<file path="config.mk">
export PLATFORM = sky130hd
export DESIGN_NAME = serial_adder
export DESIGN_NICKNAME = d
export VERILOG_FILES = /design/src/rtl/serial_adder_pkg.sv /design/src/rtl/sa_bit_slice.sv /design/src/rtl/serial_adder.sv
export SDC_FILE = /design/constraint.sdc
export NUM_CORES = 1
export LEC_CHECK = 0
export BUFFER_PORTS_ARGS = -buffer_cell sky130_fd_sc_hd__buf_2
export CORE_ASPECT_RATIO = 2
export CORE_MARGIN = 2
export CORE_UTILIZATION = 42
export CTS_BUF_LIST = sky130_fd_sc_hd__clkbuf_4 sky130_fd_sc_hd__clkbuf_8
export CTS_CLUSTER_DIAMETER = 200
export DETAILED_ROUTE_END_ITERATION = 6
export GPL_TIMING_DRIVEN = 0
export HOLD_SLACK_MARGIN = 0.12
export PLACE_DENSITY_LB_ADDON = 0.3
export SLEW_MARGIN = 20
export SYNTH_ARGS = -nofsm -noshare
export SYNTH_HDL_FRONTEND = slang
export SYNTH_SLANG_ARGS = --single-unit
export TNS_END_PERCENT = 100
</file>
<file path="constraint.sdc">
create_clock -name clk -period 1.3 [get_ports clk]
set_clock_uncertainty 0.2 [all_clocks]
set_input_delay 0.195 -clock clk [delete_from_list [all_inputs] [get_ports clk]]
set_output_delay 0.195 -clock clk [all_outputs]
set_load 0.01 [all_outputs]
</file>
<file path="src/rtl/serial_adder_pkg.sv">
// Shared types and helpers for the bit-serial adder.
package serial_adder_pkg;

  typedef enum logic [1:0] {
    IDLE  = 2'd0,
    SHIFT = 2'd1,
    DONE  = 2'd2
  } sa_state_t;

  localparam int SA_WIDTH_DEF = 8;

  function automatic logic sa_maj3(input logic x, input logic y, input logic z);
    return (x & y) | (x & z) | (y & z);
  endfunction

endpackage

</file>
<file path="src/rtl/sa_bit_slice.sv">
// One-bit full-adder cell; purely combinational, the carry is registered by the caller.
module sa_bit_slice
  import serial_adder_pkg::*;
(
  input  logic a,
  input  logic b,
  input  logic carry,
  output logic s,
  output logic carry_next
);

  assign s          = a ^ b ^ carry;
  assign carry_next = sa_maj3(a, b, carry);

endmodule

</file>
<file path="src/rtl/serial_adder.sv">
// Bit-serial adder: one full-adder slice, LSB first, WIDTH+1 cycles from start to done.
// Optional signed-overflow output enabled by defining SERIAL_ADDER_OVF_EN.
module serial_adder
  import serial_adder_pkg::*;
#(
  parameter int WIDTH = SA_WIDTH_DEF
) (
  input  logic             clk,
  input  logic             rst,
  input  logic             start,
  input  logic [WIDTH-1:0] a,
  input  logic [WIDTH-1:0] b,
  input  logic             c_in,
  output logic             busy,
  output logic             done,
  output logic [WIDTH-1:0] sum,
  output logic             c_out
`ifdef SERIAL_ADDER_OVF_EN
  ,
  output logic             ovf
`endif
);

  localparam int CNT_W = $clog2(WIDTH);

  sa_state_t        r_state;
  sa_state_t        w_next;
  logic [WIDTH-1:0] r_a_sr;
  logic [WIDTH-1:0] r_b_sr;
  logic [WIDTH-1:0] r_result;
  logic             r_carry;
  logic             r_cout;
  logic [CNT_W-1:0] r_cnt;
  logic             w_accept;
  logic             w_last;
  logic             w_s;
  logic             w_carry_next;
`ifdef SERIAL_ADDER_OVF_EN
  logic             r_ovf;
`endif

  // Start is only honoured between operations, never mid-shift.
  assign w_accept = start && ((r_state == IDLE) || (r_state == DONE));
  assign w_last   = (r_state == SHIFT) && (r_cnt == CNT_W'(WIDTH - 1));

  sa_bit_slice u_slice (
    .a          (r_a_sr[0]),
    .b          (r_b_sr[0]),
    .carry      (r_carry),
    .s          (w_s),
    .carry_next (w_carry_next)
  );

  always_ff @(posedge clk) begin
    if (rst) r_state <= IDLE;
    else     r_state <= w_next;
  end

  always_comb begin
    w_next = r_state;
    case (r_state)
      IDLE:    if (start) w_next = SHIFT;
      SHIFT:   if (w_last) w_next = DONE;
      DONE:    w_next = start ? SHIFT : IDLE;
      default: w_next = IDLE;
    endcase
  end

  always_comb begin
    busy = (r_state == SHIFT);
    done = (r_state == DONE);
  end

  always_ff @(posedge clk) begin
    if (rst) begin
      r_a_sr   <= '0;
      r_b_sr   <= '0;
      r_result <= '0;
      r_carry  <= 1'b0;
      r_cout   <= 1'b0;
      r_cnt    <= '0;
`ifdef SERIAL_ADDER_OVF_EN
      r_ovf    <= 1'b0;
`endif
    end else if (w_accept) begin
      r_a_sr   <= a;
      r_b_sr   <= b;
      r_result <= '0;
      r_carry  <= c_in;
      r_cout   <= 1'b0;
      r_cnt    <= '0;
`ifdef SERIAL_ADDER_OVF_EN
      r_ovf    <= 1'b0;
`endif
    end else if (r_state == SHIFT) begin
      r_a_sr   <= r_a_sr >> 1;
      r_b_sr   <= r_b_sr >> 1;
      r_result <= {w_s, r_result[WIDTH-1:1]};
      r_carry  <= w_carry_next;
      r_cnt    <= r_cnt + CNT_W'(1);
      // On the MSB cycle r_carry is the carry into the MSB, w_carry_next the carry out.
      if (w_last) begin
        r_cout <= w_carry_next;
`ifdef SERIAL_ADDER_OVF_EN
        r_ovf  <= r_carry ^ w_carry_next;
`endif
      end
    end
  end

  assign sum   = r_result;
  assign c_out = r_cout;
`ifdef SERIAL_ADDER_OVF_EN
  assign ovf   = r_ovf;
`endif

endmodule

</file>
==> impl_metrics.env, run 1 <==
export IMPL_worst_path_buf_inv=2
export IMPL_crit_path_max_incr_delay_ns=0.38
export IMPL_crit_chain="nand2b_1 > buf_6 > buf_12 > o22ai_2 > nor3_1"
export IMPL_cts_root_buf="clkbuf_8"
export IMPL_timing_final_ws_setup_ns=-0.161
export IMPL_synth_top_area_share_pct=48.5
export IMPL_htree_num_levels=2
export IMPL_vdd_ir_drop_worst_mv=0.947
export IMPL_tightestPinTransition_ns=0.548
export IMPL_holdWs_ns=0.0170
export IMPL_ys_dominant_reg_cell="dfxtp_1"
export IMPL_synth_distinct_cells=23
export IMPL_drive_gt1_share_pct=43.2
export IMPL_synth_seq_area_share_pct=48.5
export IMPL_portBuffers=30
export IMPL_synth_edff_count=0
export IMPL_initial_core_util_pct=43.5
export IMPL_ctsHoldBuffers=17
export IMPL_required_ns=1.30
export IMPL_grt_pass1_wl_um=5550
export IMPL_cap_violations=0
export IMPL_firstDrtPassIters=4
export IMPL_hold_class="in -> reg"
export IMPL_synthArstFlopShare_pct=0
export IMPL_ys_seq_elements=31
export IMPL_ant_nets=0
export IMPL_clkTransAtPathRegs_ns=0.07
export IMPL_fmax_mhz=684
export IMPL_yosys_top_cells_count="31 x dfxtp_1, 25 x nand2_1, 18 x nor3_1, 15 x a21oi_1, 8 x o22ai_1"
export IMPL_preCtsSetupSlack_ns=-0.170
export IMPL_powerDensity_mw_per_mm2=1230
export IMPL_yosys_warnings=0
export IMPL_slowest_stage="dfxtp_4"
export IMPL_status="complete, but fails checks"
export IMPL_critPathLaunchType="flop"
export IMPL_clkSinkCount=31
export IMPL_drc_errors=0
export IMPL_yosysMostFrequentCell="dfxtp_1"
export IMPL_post_route_period_util_pct=112
export IMPL_worstSkewPairLatency_ns=0.29
export IMPL_clock_path_buffers=2
export IMPL_die_y_um=82.1
export IMPL_layout_min_cycle_time_ns=1.46
export IMPL_antenna_found_initial=0
export IMPL_synth_nets=167
export IMPL_grt_usage_pct=21.5
export IMPL_place_congestion=0.795
export IMPL_cts_made_buffers=5
export IMPL_violations="setup timing"
export IMPL_crit_family="flip-flops"
export IMPL_yosys_area_top_type="dfxtp_1"
export IMPL_overflow=0
export IMPL_relSlewSlack_pct=63.5
export IMPL_tns_ns=-1.97
export IMPL_leakagePower_nw=0.839
export IMPL_vias_per_cell=5.62
export IMPL_synth_cells=144
export IMPL_crit_path_end_kind="flop"
export IMPL_cts_tree="yes"
export IMPL_nNetsFinal=228
export IMPL_drt_iter0_markers=33
export IMPL_path_class="reg -> reg"
export IMPL_synth_area_per_cell_sq_um=8.89
export IMPL_setup_violations_final=27
export IMPL_coreArea_sq_mm=0.00294
export IMPL_antenna_cells=0
export IMPL_drv_slew=0
export IMPL_cp_max_fo=10
export IMPL_wirelength_um=4170
export IMPL_worstPathArrival_ns=1.46
export IMPL_grt_pass1_vias=1310
export IMPL_io_pins=31
export IMPL_rows=28
export IMPL_post_drt_wl_per_cell_um=17.6
export IMPL_grt_max_degree=11
export IMPL_syn_to_final_growth_pct=62.6
export IMPL_yosys_top_cells_area="dfxtp_1 48%, nand2_1 7.3%, nor3_1 7.0%"
export IMPL_vias=1327
export IMPL_die_w_um=43.0
export IMPL_rsz0062_at_grt="true"
export IMPL_n_fill_cell=224
export IMPL_dpl_hpwl_um=2230
export IMPL_die_area_sq_mm=0.00353
export IMPL_hold_viol_final=0
export IMPL_synth_area_sq_mm=0.00128
[area by class of cell]
| cell class | instances | area (sq um) | share of cell area (%) |
|---|---|---|---|
| multi-input cells | 99 | 694 | 33.4 |
| clock inverters | 2 | 35.0 | 1.68 |
| plain buffers | 12 | 134 | 6.43 |
| well taps | 30 | 37.5 | 1.80 |
| clock buffers | 6 | 82.6 | 3.97 |
| flip-flops and latches | 31 | 629 | 30.2 |
| inverters | 1 | 8.76 | 0.421 |
| repair buffers | 55 | 459 | 22.1 |
[power breakdown]
group          switching [W]  internal (W)  total, W
sequential         0.0000480       0.00101   0.00105
clock               0.000375      0.000620  0.000994
combinational       0.000234      0.000270  0.000505
[cells by family (layout without fill, tap and decap cells)]
family	Yosys count	count (layout)	share of synthesized area, %
XOR/XNOR	1	1	0.684
multiplexers	2	2	1.56
buffers and inverters	14	76	7.43
AO/OA/AOI/OAI	31	31	16.2
adder cells (fa/ha/maj)	3	3	3.52
flip-flops	31	31	48.5
AND/OR/NAND/NOR	62	62	22.1
[placed cells by master (no fill, tap or decap), drive strengths merged, types with 2 or more instances in the layout]
cell type	n
nand3	5
nor3	18
nand2b	3
a21oi	15
nor2	6
clkbuf	10
a22oi	4
nand2	27
buf	46
o22ai	8
dlygate4sd3	17
clkinv	2
ha	2
nor2b	2
mux2i	2
dfxtp	31
a311oi	3
[layer usage]
| layer | part of all wire [%] | GRT usage, % | vias up |
|---|---|---|---|
| met5 | 0 | 0 | - |
| met2 | 57 | 40.5 | 51 |
| met1 | 35 | 19.7 | 638 |
| met4 | 3.3 | 15.2 | 0 |
| met3 | 4.7 | 4.18 | 14 |
| li1 | - | - | 624 |
[registers in the layout, summed over array words and instances, names as in the netlist]
| signal | cells |
|---|---|
| r_b_sr | 8 |
| r_a_sr | 8 |
| sum | 8 |
| r_carry | 1 |
| c_out | 1 |
| r_cnt | 3 |
| r_state | 2 |
[repair_timing]
item,in CTS,in global routing
hold endpoints to repair,19,2
setup endpoints to repair,30,32
setup buffers,2,3
gates cloned,0,3
gates resized for setup,26,27
pin swaps,1,2
[worst paths after layout]
kind                    from         to  slack (ns)  cells past startpoint
setup / recovery  r_state[0]  r_b_sr[5]       -0.16                      5
setup reg to reg  r_state[0]  r_b_sr[5]       -0.16                      5
hold / removal           rst     sum[0]        0.02                      3
hold reg to reg       sum[0]     sum[0]        0.26                      2
[stage by stage]
stage	cells	total power (W)	area (sq um)	util, %
after global placement	204	0.00133	1470	49.9
after floorplan	144	0.00126	1280	-
after detailed placement	204	0.00135	1470	49.9
final	236	0.00255	2080	70.7
after CTS	231	0.00242	1870	63.6
after global routing	236	0.00263	2080	70.7
[worst register-to-register path, cell delays in order (launching register included)]
cell and delay [ns]:
dfxtp_4 0.38, nand2b_1 0.17, buf_6 0.17, buf_12 0.16
o22ai_2 0.08, nor3_1 0.21
Note: power is estimated with default switching activity, not from simulation.
==> run 2, diff against run 1 <==
--- a/config.mk
+++ b/config.mk
@@ -14,6 +14,7 @@
 export DETAILED_ROUTE_END_ITERATION = 6
 export GPL_TIMING_DRIVEN = 0
 export HOLD_SLACK_MARGIN = 0.12
+export MAX_ROUTING_LAYER = met4
 export PLACE_DENSITY_LB_ADDON = 0.3
 export SLEW_MARGIN = 20
 export SYNTH_ARGS = -nofsm -noshare
==> run 2 against run 1 <==
  * The run still ends with setup timing left
  * Total power is 1.0% lower
  * Sequential power hardly changed
  * Die area stayed put
  * Flip-flop and latch count stayed put
  * Register-to-register slack better by 0.02 ns
  * Sequential share of layout area hardly changed
  * Design area is 0.24% lower
  * Hold slack better by 0.0090 ns
  * Clock-buffer cell count stayed put
  * First-iteration DRC count is 30% higher
  * Critical path type is now reg -> out
==> impl_metrics.env, run 2 (synthesis results as in run 1) <==
export IMPL_relSlewSlack_pct=63.8
export IMPL_p_total_w=0.00253
export IMPL_antenna_cells=0
export IMPL_dpl_cell_area_sq_mm=0.00147
export IMPL_post_drt_wl_per_cell_um=16.4
export IMPL_path_class="reg -> out"
export IMPL_drt_iter0_markers=43
export IMPL_crit_path_end_kind="primary output"
export IMPL_crit_path_max_incr_delay_ns=0.33
export IMPL_setup_violations_final=26
export IMPL_timing_final_ws_setup_ns=-0.150
export IMPL_slowest_stage="dfxtp_2"
export IMPL_cts_made_buffers=5
export IMPL_rsz0062_at_grt="true"
export IMPL_cap_violations=0
export IMPL_grt_usage_pct=22.1
export IMPL_coreArea_sq_mm=0.00294
export IMPL_nNetsFinal=228
export IMPL_dpl_hpwl_um=2230
export IMPL_hold_class="in -> reg"
export IMPL_drc_errors=0
export IMPL_wirelength_um=3860
export IMPL_cp_max_fo=3
export IMPL_grt_pass1_wl_um=5570
export IMPL_grt_pass1_vias=1313
export IMPL_critPathLaunchType="flop"
export IMPL_drv_slew=0
export IMPL_final_util_pct=70.5
export IMPL_leakagePower_nw=0.839
export IMPL_overflow=0
export IMPL_rows=28
export IMPL_crit_top_cell="buf_6"
export IMPL_clock_path_buffers=2
export IMPL_cts_tree="yes"
export IMPL_crit_chain="nand2b_4 > clkinv_4 > buf_6 > buf_6"
export IMPL_layout_common_cells="30 x buf_2, 27 x dfxtp_1, 23 x nand2_1, 17 x dlygate4sd3_1"
export IMPL_worstSkewPairLatency_ns=0.28
export IMPL_violations="setup timing"
export IMPL_final_common_cell="buf_2"
export IMPL_tns_ns=-1.64
export IMPL_clkTransAtPathRegs_ns=0.07
export IMPL_antenna_found_initial=0
export IMPL_status="complete, but fails checks"
export IMPL_powerDensity_mw_per_mm2=1220
export IMPL_fin_area_sq_mm=0.00208
export IMPL_tightestPinTransition_ns=0.542
export IMPL_drive_gt1_share_pct=43.7
export IMPL_htree_num_levels=2
export IMPL_die_w_um=43.0
export IMPL_initial_core_util_pct=43.5
export IMPL_ctsHoldBuffers=17
export IMPL_vias=1327
export IMPL_required_ns=0.90
export IMPL_post_route_period_util_pct=112
export IMPL_worstPathArrival_ns=1.06
export IMPL_die_area_sq_mm=0.00353
export IMPL_fmax_mhz=689
export IMPL_preCtsSetupSlack_ns=-0.170
export IMPL_clkSinkCount=31
export IMPL_hold_viol_final=0
export IMPL_grt_max_degree=11
export IMPL_syn_to_final_growth_pct=62.2
export IMPL_layout_min_cycle_time_ns=1.45
export IMPL_io_pins=31
export IMPL_cts_root_buf="clkbuf_8"
export IMPL_die_y_um=82.1
export IMPL_ant_nets=0
export IMPL_firstDrtPassIters=4
export IMPL_portBuffers=30
export IMPL_vdd_ir_drop_worst_mv=0.979
export IMPL_vias_per_cell=5.62
export IMPL_place_congestion=0.806
## run 2: through the flow
step	cells	hold WS, ns
after global placement	204	0.242
after detailed placement	204	0.255
after floorplan	144	0.179
after global routing	236	0.0528
final	236	0.0260
after CTS	231	0.0131
## run 2: cell type report
cell class	count	area, sq um
plain buffers	12	134
repair buffers	55	459
flip-flops and latches	31	628
clock inverters	2	35.0
clock buffers	6	82.6
fillers	227	867
multi-input cells	99	691
well taps	30	37.5
inverters	1	8.76
## run 2: what timing repair did
action / 4_1_cts / 5_1_grt
hold endpoints to repair: 19 / 2
pin swaps: 1 / 3
cloned: 0 / 3
setup buffers: 2 / 3
resized for setup: 26 / 27
setup endpoints to repair: 30 / 32
## run 2: worst paths after layout
kind,slack [ns],depth (start not counted),startpoint,endpoint
worst max register to register,-0.14,6,r_state[1],r_b_sr[5]
worst min register to register,0.26,2,sum[0],sum[0]
worst min-delay path,0.03,3,rst,sum[0]
worst max-delay path,-0.15,4,r_state[1],busy
## run 2: routing by layer
metal / share of wire, % / wire length [um] / GRT usage, % / up-vias
met5: 0 / 0 / - / -
met4: 4.7 / 181 / 15.2 / 0
met3: 4.2 / 162 / 4.18 / 18
met2: 56 / 2160 / 40.5 / 56
met1: 35 / 1360 / 19.8 / 628
li1: - / - / - / 625
## run 2: worst max-delay path, delay by kind of cell (launching register included)
| kind | cells | cell delay, ns |
|---|---|---|
| flops | 1 | 0.33 |
| simple gates | 1 | 0.15 |
| buf+inv | 3 | 0.29 |
## run 2: where the power goes
part | internal, W | switching (W) | leakage, nW
registers | 0.00101 | 0.0000447 | 0.256
clock network | 0.000620 | 0.000369 | 0.0612
logic | 0.000266 | 0.000221 | 0.522
